[src/rtl/audio_sfx_scheduler.sv]
// Fixed-priority, preemptive square-wave sound-effect scheduler driving the codec DAC.
// All sequencing is paced by a tick derived from the codec's LR clock.
module audio_sfx_scheduler #(
  parameter int unsigned NUM_REQ     = 4,
  parameter logic [15:0] AMPLITUDE   = 16'd8192,
  parameter int unsigned GAP_SAMPLES = 4
) (
  input  logic                       CLOCK31_5,
  input  logic                       reset,
  input  logic                       AUD_DACLRCK,
  input  logic [NUM_REQ-1:0]         req,
  input  logic [NUM_REQ*12-1:0]      half_period,
  input  logic [NUM_REQ*16-1:0]      duration,
  input  logic                       mute,
  output logic [15:0]                dacdata_left,
  output logic [15:0]                dacdata_right,
  output logic                       busy,
  output logic [$clog2(NUM_REQ)-1:0] active_id,
  output logic                       done
);

  localparam int unsigned IdW    = $clog2(NUM_REQ);
  localparam int unsigned GapW   = (GAP_SAMPLES > 0) ? $clog2(GAP_SAMPLES + 1) : 1;
  localparam logic [15:0] AmpNeg = ~AMPLITUDE + 16'd1;

  typedef enum logic [1:0] {StIdle, StPlay, StGap} state_e;

  state_e             state_q, state_d;
  logic               lr_s1_q, lr_s2_q, lr_s3_q, tick_q;
  logic [NUM_REQ-1:0] pending_q, pending_d, grant_oh;
  logic [IdW-1:0]     id_q, id_d, pri_id;
  logic               any_pend, do_grant;
  logic [11:0]        hp_q, hp_d, cnt_q, cnt_d, sel_hp, new_hp;
  logic [15:0]        rem_q, rem_d, sel_dur;
  logic               phase_q, phase_d;
  logic [GapW-1:0]    gap_q, gap_d;
  logic [15:0]        out_q, out_d, sample;
  logic               done_q, done_d;

  always_ff @(posedge CLOCK31_5) begin
    if (reset) begin
      lr_s1_q   <= 1'b0;
      lr_s2_q   <= 1'b0;
      lr_s3_q   <= 1'b0;
      tick_q    <= 1'b0;
      state_q   <= StIdle;
      pending_q <= '0;
      id_q      <= '0;
      hp_q      <= '0;
      cnt_q     <= '0;
      rem_q     <= '0;
      phase_q   <= 1'b0;
      gap_q     <= '0;
      out_q     <= '0;
      done_q    <= 1'b0;
    end else begin
      lr_s1_q   <= AUD_DACLRCK;
      lr_s2_q   <= lr_s1_q;
      lr_s3_q   <= lr_s2_q;
      tick_q    <= lr_s2_q & ~lr_s3_q;
      state_q   <= state_d;
      pending_q <= pending_d;
      id_q      <= id_d;
      hp_q      <= hp_d;
      cnt_q     <= cnt_d;
      rem_q     <= rem_d;
      phase_q   <= phase_d;
      gap_q     <= gap_d;
      out_q     <= out_d;
      done_q    <= done_d;
    end
  end

  // Lowest pending index wins; its programming is muxed out for a possible grant.
  always_comb begin
    pri_id  = '0;
    sel_hp  = '0;
    sel_dur = '0;
    for (int i = NUM_REQ - 1; i >= 0; i--) begin
      if (pending_q[i]) pri_id = IdW'(i);
    end
    for (int i = 0; i < NUM_REQ; i++) begin
      if (pri_id == IdW'(i)) begin
        sel_hp  = half_period[i*12 +: 12];
        sel_dur = duration[i*16 +: 16];
      end
    end
  end

  assign any_pend = |pending_q;
  assign new_hp   = (sel_hp == 12'd0) ? 12'd1 : sel_hp;

  always_comb begin
    state_d  = state_q;
    id_d     = id_q;
    hp_d     = hp_q;
    cnt_d    = cnt_q;
    phase_d  = phase_q;
    rem_d    = rem_q;
    gap_d    = gap_q;
    out_d    = out_q;
    done_d   = 1'b0;
    sample   = '0;
    do_grant = 1'b0;
    grant_oh = '0;
    if (tick_q) begin
      case (state_q)
        StIdle: do_grant = any_pend;
        StPlay: begin
          if (any_pend && (pri_id < id_q)) begin
            do_grant = 1'b1;
          end else if (rem_q == 16'd0) begin
            state_d = StGap;
            gap_d   = GapW'(GAP_SAMPLES);
            done_d  = 1'b1;
          end else begin
            sample = phase_q ? AMPLITUDE : AmpNeg;
            rem_d  = rem_q - 16'd1;
            if (cnt_q == hp_q - 12'd1) begin
              phase_d = ~phase_q;
              cnt_d   = '0;
            end else begin
              cnt_d = cnt_q + 12'd1;
            end
          end
        end
        StGap: begin
          if (gap_q != '0) gap_d = gap_q - GapW'(1);
          else if (any_pend) do_grant = 1'b1;
          else state_d = StIdle;
        end
        default: state_d = StIdle;
      endcase

      if (do_grant) begin
        grant_oh[pri_id] = 1'b1;
        id_d             = pri_id;
        hp_d             = new_hp;
        if (sel_dur == 16'd0) begin
          state_d = StGap;
          gap_d   = GapW'(GAP_SAMPLES);
          done_d  = 1'b1;
          rem_d   = '0;
          phase_d = 1'b1;
          cnt_d   = '0;
        end else begin
          state_d = StPlay;
          rem_d   = sel_dur - 16'd1;
          sample  = AMPLITUDE;
          // The grant sample already counts toward the first half-period.
          phase_d = (new_hp != 12'd1);
          cnt_d   = (new_hp == 12'd1) ? 12'd0 : 12'd1;
        end
      end
      out_d = mute ? 16'd0 : sample;
    end
  end

  // A req landing on its own grant cycle re-arms pending so the effect replays.
  assign pending_d = (pending_q & ~grant_oh) | req;

  assign dacdata_left  = out_q;
  assign dacdata_right = out_q;
  assign busy          = (state_q != StIdle);
  assign active_id     = id_q;
  assign done          = done_q;

endmodule

[config.mk]
export PLATFORM = sky130hd
export DESIGN_NAME = audio_sfx_scheduler
export DESIGN_NICKNAME = d
export VERILOG_FILES = /design/src/rtl/audio_sfx_scheduler.sv
export SDC_FILE = /design/constraint.sdc
export NUM_CORES = 1
export LEC_CHECK = 0
export BUFFER_PORTS_ARGS = -buffer_cell sky130_fd_sc_hd__clkbuf_2
export CORE_ASPECT_RATIO = 0.9
export CORE_UTILIZATION = 30
export DETAILED_ROUTE_END_ITERATION = 12
export PLACE_DENSITY_LB_ADDON = 0.3
export SETUP_SLACK_MARGIN = 0.2
export SKIP_LAST_GASP = 1
export SYNTH_ARGS = -nofsm -noshare
export SYNTH_HDL_FRONTEND = slang
export SYNTH_SLANG_ARGS = --single-unit
[constraint.sdc]
create_clock -name CLOCK31_5 -period 5.1 [get_ports CLOCK31_5]
set_clock_uncertainty 0.05 [all_clocks]
set_input_delay 1.02 -clock CLOCK31_5 [delete_from_list [all_inputs] [get_ports CLOCK31_5]]
set_output_delay 1.02 -clock CLOCK31_5 [all_outputs]
set_load 0.02 [all_outputs]
==> impl_metrics.json <==
{
  "synth_edf_count": 0,
  "start_util_pct": 30.74,
  "top_layer": "met4",
  "fp.coreArea_um2": 16130,
  "clock-sinks": 59,
  "crit_path_start_kind": "flip-flop",
  "cap_violations": 0,
  "cts_setup_buffers": 0,
  "drt_wl_total_um": 15080,
  "ys_seq_area_share_pct": 23.82,
  "hold_path_class": "flip-flop to flip-flop",
  "synth_area_um2": 4959,
  "fin_nets": 902,
  "gr-usage-all-layers_pct": 18.42,
  "wl_per_cell_um": 15.35,
  "ioPinCount": 156,
  "ir_drop_mv": 0.1456,
  "gp_congestion": 0.8970,
  "cp_cell_sequence": "buf_4 > nor3_1 > o21ai_0 > a2bb2oi_1 > inv_1 > ha_1 > and3b_1 > and4b_1 > nand2b_1 > o221a_2 > a211oi_1",
  "cts_resized": 0,
  "r2r_start": "pending_q[1]$_SDFF_PP0_",
  "ys_async_sr_fraction_pct": 0,
  "cts_tree": "done",
  "yosysWarnings": 0,
  "reg2reg_depth": 11,
  "rows": 44,
  "grt_pass1_wl_um": 24500,
  "setup_tns_ns": 0,
  "fin_cells": 982,
  "grt_overflow_total": 0,
  "ys_ff_latch": 59,
  "antenna_cells": 0,
  "placed_cells": 966,
  "max_slew_margin_pct": 35.47,
  "finalWorstSetupSlack_ns": 1.079,
  "cpPeakStageDelay_ns": 0.81,
  "fillCellCount": 1712,
  "path_class": "flip-flop to flip-flop",
  "area_growth_pct": 19.38,
  "ant_nets": 0,
  "crit_buf_inv": 2,
  "finalHoldViolCount": 0,
  "dp_slack_ns": 1.131,
  "drt_iter0_drc": 471,
  "setup_viol": 0,
  "wl_met1_um": 7177,
  "cts-root-buf": "clkbuf_16",
  "critical_path.max_fanout": 20,
  "cts_htree_levels": 3,
  "synth_ff_type": "dfxtp_1",
  "cts_buffer_depth": 2,
  "period_share_pct": 78.84,
  "final_max_slew_viol_count": 0,
  "min_path_cells": 1,
  "hold_start": "lr_s3_q$_SDFF_PP0_",
  "min_to": "tick_q$_SDFF_PP0_",
  "p_leak_nw": 2.344,
  "drcViolationCount": 0,
  "routed_via_density": 5.334,
  "syn_inst": 666,
  "worst_slew_pin_slew_ns": 0.9606,
  "first_pass_iters": 5,
  "end_kind": "flip-flop",
  "crit_path_top_delay_cell": "nor3_1",
  "grt_max_degree": 50,
  "drive_above_1_share_pct": 22.32,
  "fin_crit_ns": 4.021,
  "port-buffer-count": 129,
  "wl_met2_um": 6550,
  "grt_pass1_vias": 4818,
  "worst_r2r_endpoint": "rem_q[1]$_SDFFE_PP0P_",
  "syn_area_per_cell_um2": 7.445,
  "status": "completed",
  "holdBufCountCts": 0,
  "worstSkewPairLatency_ns": 0.34,
  "die_w_um": 137.5,
  "reg2reg_slack_ns": 1.08,
  "critical-path-top-delay-family": "simple AND/OR/NAND/NOR gates",
  "cts_inserted_buffers": 9,
  "vias": 5238,
  "path_clk_slew_ns": 0.06,
  "met3WireLength_um": 1064,
  "die_y_um": 124.0,
  "dp_hpwl_um": 11600,
  "ys_types": 72,
  "rsz0062_at_grt": "false",
  "die-area_um2": 17050,
  "antenna_found_initial": 0,
  "p_per_area_nw_per_um2": 257.7,
  "timing.fmax_mhz": 248.7,
  "critPathArrivalTime_ns": 4.22,
  "required_ns": 5.30
}
how the worst max path moves through the flow:
stage                                 start                     to  slack (ns)  cells past startpoint
floorplan                      duration[32]  rem_q[1]$_SDFFE_PP0P_        1.98                     10
global placement    pending_q[2]$_SDFF_PP0_  rem_q[1]$_SDFFE_PP0P_        1.26                     11
detailed placement  pending_q[2]$_SDFF_PP0_  rem_q[6]$_SDFFE_PP0P_        1.13                     11
CTS                 pending_q[2]$_SDFF_PP0_  rem_q[6]$_SDFFE_PP0P_        1.12                     11
global route        pending_q[2]$_SDFF_PP0_  rem_q[6]$_SDFFE_PP0P_        0.71                     11
finish              pending_q[1]$_SDFF_PP0_  rem_q[1]$_SDFFE_PP0P_        1.08                     11
layer usage:
metal | vias to the layer above | track usage, %
li1 | 2619 | -
met1 | 2376 | 25.43
met2 | 222 | 28.27
met3 | 21 | 3.785
met4 | 0 | 6.319
met5 | - | 0
per-stage QoR:
stage	total power, mW	hold WS (ns)	area [µm²]	utilization (%)
2_1_floorplan	0.8024	0.3174	5052	-
3_3_place_gp	0.9067	0.3270	5615	34.81
3_5_place_dp	0.9068	0.3308	5615	34.81
4_1_cts	1.537	0.3375	5919	36.70
5_1_grt	1.600	0.3446	5919	36.70
6_report	1.526	0.3367	5919	36.70
layout make-up:
cell class	instances	area (µm²)	share of cell area, %
repair buffers	139	720.7	12.18
inverters	22	82.58	1.395
well taps	207	259.0	4.375
multi-input cells	539	3372	56.96
flip-flops and latches	59	1181	19.95
clock buffers	10	239.0	4.037
clock inverters	6	65.06	1.099
cell usage after synthesis, drive strengths merged (3+ instances only):
cell / number / area (µm²)
o22ai: 13 / 81.33
a221oi: 13 / 113.9
xnor2: 20 / 175.2
a211o: 3 / 26.28
buf: 46 / 322.8
or4: 4 / 33.78
ha: 12 / 150.1
a311o: 7 / 70.07
or3: 8 / 55.05
or2: 5 / 33.78
dfxtp: 59 / 1181
o31a: 3 / 26.28
and3: 4 / 25.02
mux2i: 11 / 110.1
o21ai: 32 / 160.2
nand2b: 10 / 62.56
nor4: 14 / 108.9
nand4b: 3 / 26.28
nor2: 77 / 299.0
nor3: 32 / 160.2
a2bb2oi: 13 / 113.9
nor2b: 17 / 106.4
a32oi: 6 / 52.55
a21oi: 48 / 240.2
inv: 22 / 82.58
a211oi: 17 / 127.6
xor2: 17 / 148.9
nand2: 47 / 176.4
a22o: 3 / 26.28
a22oi: 5 / 37.54
o2bb2ai: 4 / 35.03
nand3: 12 / 72.57
nand3b: 4 / 30.03
a31oi: 9 / 56.30
clkbuf: 25 / 93.84
nand4: 10 / 62.56
registers in the layout, summed over array words and instances (netlist names):
register      cells
active_id         2
cnt_q            12
dacdata_left      2
done              1
gap_q             3
hp_q             12
lr_s1_q           1
lr_s2_q           1
lr_s3_q           1
pending_q         4
phase_q           1
rem_q            16
state_q           2
tick_q            1
report_power, final:
group	switching, mW	total [mW]	internal (mW)
Sequential	0.0207	0.494	0.474
Combinational	0.241	0.408	0.167
Clock	0.233	0.624	0.391
Total	0.494	1.53	1.03
kinds of logic (layout without fill, tap and decap cells):
family,after synthesis,count (layout),share of synthesized area (%)
AO/OA/AOI/OAI,194,194,26.87
XOR/XNOR,37,37,6.535
adder cells (fa/ha/maj),12,12,3.028
buffers and inverters,93,177,10.07
flip-flops,59,59,23.82
multiplexers,12,12,2.448
other,1,26,0.07563
AND/OR/NAND/NOR,258,258,27.15
cells in the final DEF (no fill, tap or decap), types with 6 or more instances in the layout:
| cell | synthesis | routed |
|---|---|---|
| a211oi_1 | 17 | 17 |
| a21oi_1 | 48 | 48 |
| a221oi_1 | 13 | 13 |
| a2bb2oi_1 | 13 | 13 |
| a311o_1 | 7 | 7 |
| a31oi_1 | 9 | 9 |
| a32oi_1 | 6 | 6 |
| buf_4 | 30 | 10 |
| clkbuf_16 | 0 | 9 |
| clkbuf_2 | 0 | 129 |
| conb_1 | 1 | 26 |
| dfxtp_1 | 59 | 59 |
| ha_1 | 12 | 12 |
| inv_1 | 22 | 22 |
| mux2i_1 | 11 | 11 |
| nand2_1 | 47 | 47 |
| nand2b_1 | 10 | 10 |
| nand3_1 | 11 | 11 |
| nand4_1 | 10 | 10 |
| nor2_1 | 73 | 73 |
| nor2b_1 | 17 | 17 |
| nor3_1 | 32 | 32 |
| nor4_1 | 12 | 12 |
| o21ai_0 | 31 | 31 |
| o22ai_1 | 13 | 13 |
| or3_1 | 7 | 7 |
| xnor2_1 | 20 | 20 |
| xor2_1 | 17 | 17 |
Note: power is estimated with default switching activity, not from simulation.
